--- src/rtl/cobra_ctrl_pkg.sv ---
// Shared types and constants for the cyber_cobra run controller.
// Latency: n/a (package only).
// Backpressure: n/a (package only).
package cobra_ctrl_pkg;

    // Controller states; encoding kept fixed so waveforms stay comparable across revisions.
    typedef enum logic [2:0] {
        ST_IDLE = 3'd0,
        ST_LOAD = 3'd1,
        ST_ARM  = 3'd2,
        ST_RUN  = 3'd3,
        ST_DONE = 3'd4
    } run_state_t;

    // Default core PC width (byte address).
    localparam int DEF_PC_W = 8;

    // Instruction memory depth in words for the default PC width.
    localparam int IMEM_WORDS = 2 ** (DEF_PC_W - 2);

    // Byte distance between consecutive instruction words.
    localparam int PC_STEP = 4;

    // Instruction memory depth in words for an arbitrary PC width.
    function automatic int imem_words(input int pc_w);
        return 2 ** (pc_w - 2);
    endfunction

endpackage

--- src/rtl/cobra_cycle_counter.sv ---
// Saturating cycle counter with synchronous clear and count enable.
// Latency: count updates one edge after enable; o_cnt_inc is combinational.
// Backpressure: none; holds at all-ones instead of wrapping.
module cobra_cycle_counter #(
    parameter int W = 16
) (
    input  logic         clk,
    input  logic         rst,
    input  logic         i_clr,
    input  logic         i_en,
    output logic [W-1:0] o_cnt,
    output logic [W-1:0] o_cnt_inc
);

    logic [W-1:0] r_cnt;

    // Raw (wrapping) successor; callers use it to look one cycle ahead.
    assign o_cnt_inc = r_cnt + W'(1);
    assign o_cnt     = r_cnt;

    // Clear wins over enable; stop advancing once all-ones is reached.
    always_ff @(posedge clk or posedge rst) begin
        if (rst) begin
            r_cnt <= '0;
        end else if (i_clr) begin
            r_cnt <= '0;
        end else if (i_en && (r_cnt != '1)) begin
            r_cnt <= o_cnt_inc;
        end
    end

endmodule

--- src/rtl/cobra_run_ctrl.sv ---
// Loads a program into cyber_cobra imem, runs the core and stops it on halt, budget or abort.
// Latency: imem write one cycle after each accepted beat; stop visible the cycle after the condition.
// Backpressure: load_ready low outside IDLE/LOAD/DONE and once the write pointer reaches the top of imem.
module cobra_run_ctrl
    import cobra_ctrl_pkg::*;
#(
    parameter int WIDTH = 32,
    parameter int PC_W  = DEF_PC_W,
    parameter int CNT_W = 16
) (
    input  logic             clk,
    input  logic             rst,
    input  logic             load_valid,
    output logic             load_ready,
    input  logic [WIDTH-1:0] load_data,
    input  logic             load_last,
    input  logic             start,
    input  logic             abort,
    input  logic [CNT_W-1:0] cycle_limit,
    output logic             imem_we,
    output logic [PC_W-1:0]  imem_waddr,
    output logic [WIDTH-1:0] imem_wdata,
    output logic             core_rst,
    input  logic [PC_W-1:0]  core_pc,
    input  logic [PC_W-1:0]  core_next_pc,
    input  logic [WIDTH-1:0] core_out,
    output logic             busy,
    output logic             done,
    output logic             halted,
    output logic             timeout,
    output logic [WIDTH-1:0] result,
    output logic [CNT_W-1:0] cycles
);

    localparam int WORDS = imem_words(PC_W);
    // Word counter is one bit wider than a word index so "full" is representable.
    localparam int CW    = PC_W - 1;

    run_state_t       r_state;
    run_state_t       w_state_nxt;
    logic [CW-1:0]    r_wcnt;
    logic [CW-1:0]    w_wcnt_nxt;
    logic [PC_W-3:0]  w_word;
    logic             w_restart;
    logic             w_load_st;
    logic             w_full;
    logic             w_fill;
    logic             w_beat;
    logic             w_hit_halt;
    logic             w_hit_to;
    logic             w_stop;
    logic             w_cnt_clr;
    logic             w_cnt_en;
    logic [CNT_W-1:0] w_cnt;
    logic [CNT_W-1:0] w_cnt_inc;

    logic             r_imem_we;
    logic [PC_W-1:0]  r_imem_waddr;
    logic [WIDTH-1:0] r_imem_wdata;
    logic             r_halted;
    logic             r_timeout;
    logic [WIDTH-1:0] r_result;

    // A fresh load always starts at word 0 when coming from IDLE or DONE.
    assign w_restart  = (r_state == ST_IDLE) || (r_state == ST_DONE);
    assign w_load_st  = w_restart || (r_state == ST_LOAD);
    assign w_full     = (r_wcnt == CW'(WORDS));
    assign load_ready = w_load_st && !w_full;
    assign w_beat     = load_valid && load_ready;

    assign w_word     = w_restart ? '0 : r_wcnt[PC_W-3:0];
    assign w_wcnt_nxt = {1'b0, w_word} + CW'(1);
    // This beat writes the last imem word; the pointer must not wrap past it.
    assign w_fill     = (w_wcnt_nxt == CW'(WORDS));

    // Stop sources; abort outranks halt, halt outranks the budget.
    assign w_hit_halt = (core_next_pc == core_pc);
    assign w_hit_to   = (cycle_limit != '0) && (w_cnt_inc == cycle_limit);
    assign w_stop     = (r_state == ST_RUN) && (abort || w_hit_halt || w_hit_to);

    assign w_cnt_clr  = (r_state == ST_ARM);
    assign w_cnt_en   = (r_state == ST_RUN);

    // Core sits in reset everywhere but RUN, including straight out of async reset.
    assign core_rst   = (r_state != ST_RUN);
    assign busy       = (r_state == ST_ARM) || (r_state == ST_RUN);
    assign done       = (r_state == ST_DONE);
    assign halted     = r_halted;
    assign timeout    = r_timeout;
    assign result     = r_result;
    assign cycles     = w_cnt;
    assign imem_we    = r_imem_we;
    assign imem_waddr = r_imem_waddr;
    assign imem_wdata = r_imem_wdata;

    cobra_cycle_counter #(
        .W (CNT_W)
    ) u_cycle_counter (
        .clk       (clk),
        .rst       (rst),
        .i_clr     (w_cnt_clr),
        .i_en      (w_cnt_en),
        .o_cnt     (w_cnt),
        .o_cnt_inc (w_cnt_inc)
    );

    // Next-state decode; a load beat beats a coincident start.
    always_comb begin
        w_state_nxt = r_state;
        case (r_state)
            ST_IDLE, ST_DONE: begin
                if (w_beat) begin
                    w_state_nxt = (load_last || w_fill) ? ST_IDLE : ST_LOAD;
                end else if (start) begin
                    w_state_nxt = ST_ARM;
                end
            end
            ST_LOAD: begin
                if (w_beat && (load_last || w_fill)) begin
                    w_state_nxt = ST_IDLE;
                end
            end
            ST_ARM: begin
                w_state_nxt = ST_RUN;
            end
            ST_RUN: begin
                if (w_stop) begin
                    w_state_nxt = ST_DONE;
                end
            end
            default: begin
                w_state_nxt = ST_IDLE;
            end
        endcase
    end

    // State register.
    always_ff @(posedge clk or posedge rst) begin
        if (rst) begin
            r_state <= ST_IDLE;
        end else begin
            r_state <= w_state_nxt;
        end
    end

    // Write pointer; a run releases it so a full memory does not lock out the next load.
    always_ff @(posedge clk or posedge rst) begin
        if (rst) begin
            r_wcnt <= '0;
        end else if (w_beat) begin
            r_wcnt <= w_wcnt_nxt;
        end else if (r_state == ST_ARM) begin
            r_wcnt <= '0;
        end
    end

    // Registered imem write port: strobe for one cycle per beat, address/data held between beats.
    always_ff @(posedge clk or posedge rst) begin
        if (rst) begin
            r_imem_we    <= 1'b0;
            r_imem_waddr <= '0;
            r_imem_wdata <= '0;
        end else begin
            r_imem_we <= w_beat;
            if (w_beat) begin
                r_imem_waddr <= PC_W'(w_word) * PC_W'(PC_STEP);
                r_imem_wdata <= load_data;
            end
        end
    end

    // Run outcome: cleared on ARM, captured on the stopping cycle, held through DONE.
    always_ff @(posedge clk or posedge rst) begin
        if (rst) begin
            r_halted  <= 1'b0;
            r_timeout <= 1'b0;
            r_result  <= '0;
        end else if (r_state == ST_ARM) begin
            r_halted  <= 1'b0;
            r_timeout <= 1'b0;
            r_result  <= '0;
        end else if (w_stop) begin
            r_halted  <= !abort && w_hit_halt;
            r_timeout <= !abort && !w_hit_halt && w_hit_to;
            r_result  <= core_out;
        end
    end

endmodule

--- config.mk ---
export PLATFORM = sky130hd
export DESIGN_NAME = cobra_run_ctrl
export DESIGN_NICKNAME = d
export VERILOG_FILES = /design/src/rtl/cobra_ctrl_pkg.sv /design/src/rtl/cobra_cycle_counter.sv /design/src/rtl/cobra_run_ctrl.sv
export SDC_FILE = /design/constraint.sdc
export NUM_CORES = 1
export LEC_CHECK = 0
export CORE_MARGIN = 2
export CORE_UTILIZATION = 40
export DETAILED_ROUTE_END_ITERATION = 10
export PLACE_DENSITY = 0.81
export SYNTH_ARGS = -nofsm -noshare
export SYNTH_HDL_FRONTEND = slang
export SYNTH_HIERARCHICAL = 1
export SYNTH_SLANG_ARGS = --single-unit
export TNS_END_PERCENT = 5
--- constraint.sdc ---
create_clock -name clk -period 3 [get_ports clk]
set_clock_uncertainty 0.15 [all_clocks]
set_input_delay 0.6 -clock clk [delete_from_list [all_inputs] [get_ports clk]]
set_output_delay 0.6 -clock clk [all_outputs]
set_load 0.02 [all_outputs]
==> flow_summary.ini <==
[global_routing]
globalRouteTotalUtil_pct = 20.7
grt_pass1_vias = 4372
grt_overflow = 0
grt_max_degree = 33
grt_pass1_wl_mm = 21.5
antenna_found_initial = 0

[min_path]
min_path_type = flip-flop to flip-flop

[synth]
syn_inst = 493
synth.distinct_cells = 64
synth_edf_count = 0
ys_top_cells_by_count = nand2_1 (131), dfrtp_1 (99), a22o_1 (33)
avgSynthCellArea_um2 = 9.95
ys.flop_type = dfrtp_1
yosysTopAreaCell = dfrtp_1
syn_area_um2 = 4900
ys_top_cells_by_area = dfrtp_1 (51%), nand2_1 (10%), a22o_1 (5.9%)
ys_seq_area_share_pct = 50.5
yosysWarnings = 6
ys_async_sr_fraction_pct = 100
ys_seq_elements = 99
yosysMostFrequentCell = nand2_1
yosys.area.top_type_share_pct = 50.5

[clock_tree]
cts.sinks = 99
cts_tree = done
clockBufferDepth = 2
numCtsBuffers = 9
cts-root-buf = clkbuf_16
insertion_delay_ps = 350
cts_max_level = 3
postCtsHoldBufs = 0
cts.reportedPaths.clkPinSlew_ps = 70

[timing]
drv_slew = 0
holdWs_ps = 327
hold_violations = 0
setup_tns_ps = 0
worst_slack_ps = 109
fmax_ghz = 0.346
rsz0062_at_grt = true
period_minus_slack_ps = 2890
maxSlewHeadroom_pct = 55.2
fin_crit_sh_pct = 96.4
worstMarginPinSlew_ps = 671
setup_viol = 0

[setup_path]
crit_arrival_ps = 2980
end_kind = flip-flop
startpoint_type = flip-flop
crit_type = flip-flop to flip-flop
crit_chain = and4_2, nand3_2, nor2_1, xor2_1, xnor2_1, nand4_1, or3_1, o22a_4, clkbuf_16, a22o_1
critical-path-max-stage-delay_ps = 430
worstPathRequired_ps = 3090
cpMaxStageDelayCell = dfrtp_1
crit_fanout = 8
reg2reg_slack_ps = 110

[floorplan]
die_y_um = 115
ioPinCount = 197
core_um2 = 12000
row_count = 40
dieArea_um2 = 13200
initial_core_util_pct = 40.8
die_w_um = 115

[placement]
dp_hpwl_mm = 10.7
port-buffer-count = 194
placed_cell_area_um2 = 7110
place_ws_ps = 2.61
gp_congestion = 0.946

[final_layout]
layout-drive-gt1-share_pct = 11.3
area_delta_synth_final_pct = 52.7
nets = 806
diodes = 0
post-route-cell-area_um2 = 7490
fillCellCount = 999

[route]
avgViaCountPerCell = 5.26
antenna_left = 0
routed_wl_mm = 14.3
drc = 0
initialDrtViolationCount = 291
vias = 4495
wire_per_inst_um = 16.7
dr.pass1.iters = 4

[power_and_ir_drop]
ir_drop_mv = 0.289
p_per_area_nw_per_um2 = 844
p_leak_nw = 3.31

[job]
max_cap_violations = 0

[status]
status = complete, no violations
[cells in the final DEF, fill, tap and decap left out, types with 2 or more instances in the layout]
cell type	instances
inv_1	10
clkbuf_16	10
o31ai_1	2
clkdlybuf4s50_1	194
nor3_1	7
mux2_2	6
inv_2	2
a211oi_1	4
inv_6	2
nand3_2	2
or2_2	2
a21oi_1	5
and3_1	6
clkinvlp_4	2
nor4_1	4
conb_1	2
o21ai_0	12
dfrtp_2	2
clkinv_2	2
nor2b_1	9
a211o_1	2
and4_1	3
nand4_1	8
mux2_1	2
o311ai_1	2
xor2_1	20
or3_1	4
nand3_1	8
and2_1	5
nor4_2	4
xnor2_1	18
nand2_1	131
nor2_1	18
buf_12	3
a22o_1	33
dfrtp_1	97
buf_4	24
o211ai_1	2
[area by class of cell]
class	count	area [µm²]	share of cell area [%]
multi-input cells	356	2270	30.3
clock inverters	6	46.3	0.618
clock buffers	10	239	3.19
repair buffers	223	2220	29.6
flip-flops and latches	99	2480	33.1
inverters	13	50.0	0.668
well taps	147	184	2.46
[cells by family after synthesis]
family	count (synthesis)	share of synthesized area [%]
compound gates	83	14.0
flops	99	50.5
fa+ha+maj	2	0.510
simple gates	221	21.4
xor+xnor	39	6.96
mux	9	2.04
other cells	1	0.0765
buf+inv	39	4.46
[report_power, final]
part           internal, mW  switching (mW)  total, mW  leakage, nW
Clock                 0.591           0.521       1.11        0.135
Sequential             1.80           0.304       2.11         1.29
Combinational          1.47            1.64       3.10         1.88
Total                  3.86            2.46       6.32         3.31
[timing repair]
action | in CTS | in global routing
endpoints found under the setup margin | 0 | 32
hold endpoints to repair | 0 | 0
setup buffers | 0 | 3
gates resized for setup | 0 | 8
[per-layer routing]
layer | GRT usage (%) | part of all wire, % | vias to the layer above
met5 | 0 | 0 | -
met4 | 7.71 | 2.0 | 0
met3 | 5.27 | 6.8 | 24
met2 | 35.5 | 51 | 173
met1 | 25.3 | 41 | 2176
li1 | - | - | 2122
[sequential cells by signal, indices dropped and copies added (netlist names)]
register / flops
timeout: 1
imem_waddr: 6
r_wcnt: 7
halted: 1
imem_wdata: 32
u_cycle_counter/o_cnt: 16
r_state: 3
imem_we: 1
result: 32
[path summary, 6_finish.rpt]
check,cells after the start,end,from
min,2,imem_wdata[12],imem_wdata[12]
max reg2reg,10,result[3],u_cycle_counter/o_cnt[3]
min in group asynchronous,2,result[0],rst
max in group asynchronous,3,imem_wdata[25],rst
min reg2reg,2,imem_wdata[12],imem_wdata[12]
max,10,result[3],u_cycle_counter/o_cnt[3]
[critical path, delay by kind of cell (launching register included)]
family,cells,cell delay [ps]
simple gates,5,1170
flops,1,430
buf+inv,1,170
compound gates,2,470
xor+xnor,2,370
[metrics by stage]
| step | utilization (%) | power (mW) | cells |
|---|---|---|---|
| after detailed placement | 59.2 | 5.16 | 833 |
| after floorplan | - | 3.72 | 494 |
| after global placement | 59.2 | 5.04 | 833 |
| final | 62.3 | 6.32 | 854 |
| after global routing | 62.3 | 6.66 | 854 |
| after CTS | 61.5 | 6.29 | 849 |
Note: power is estimated with default switching activity, not from simulation.
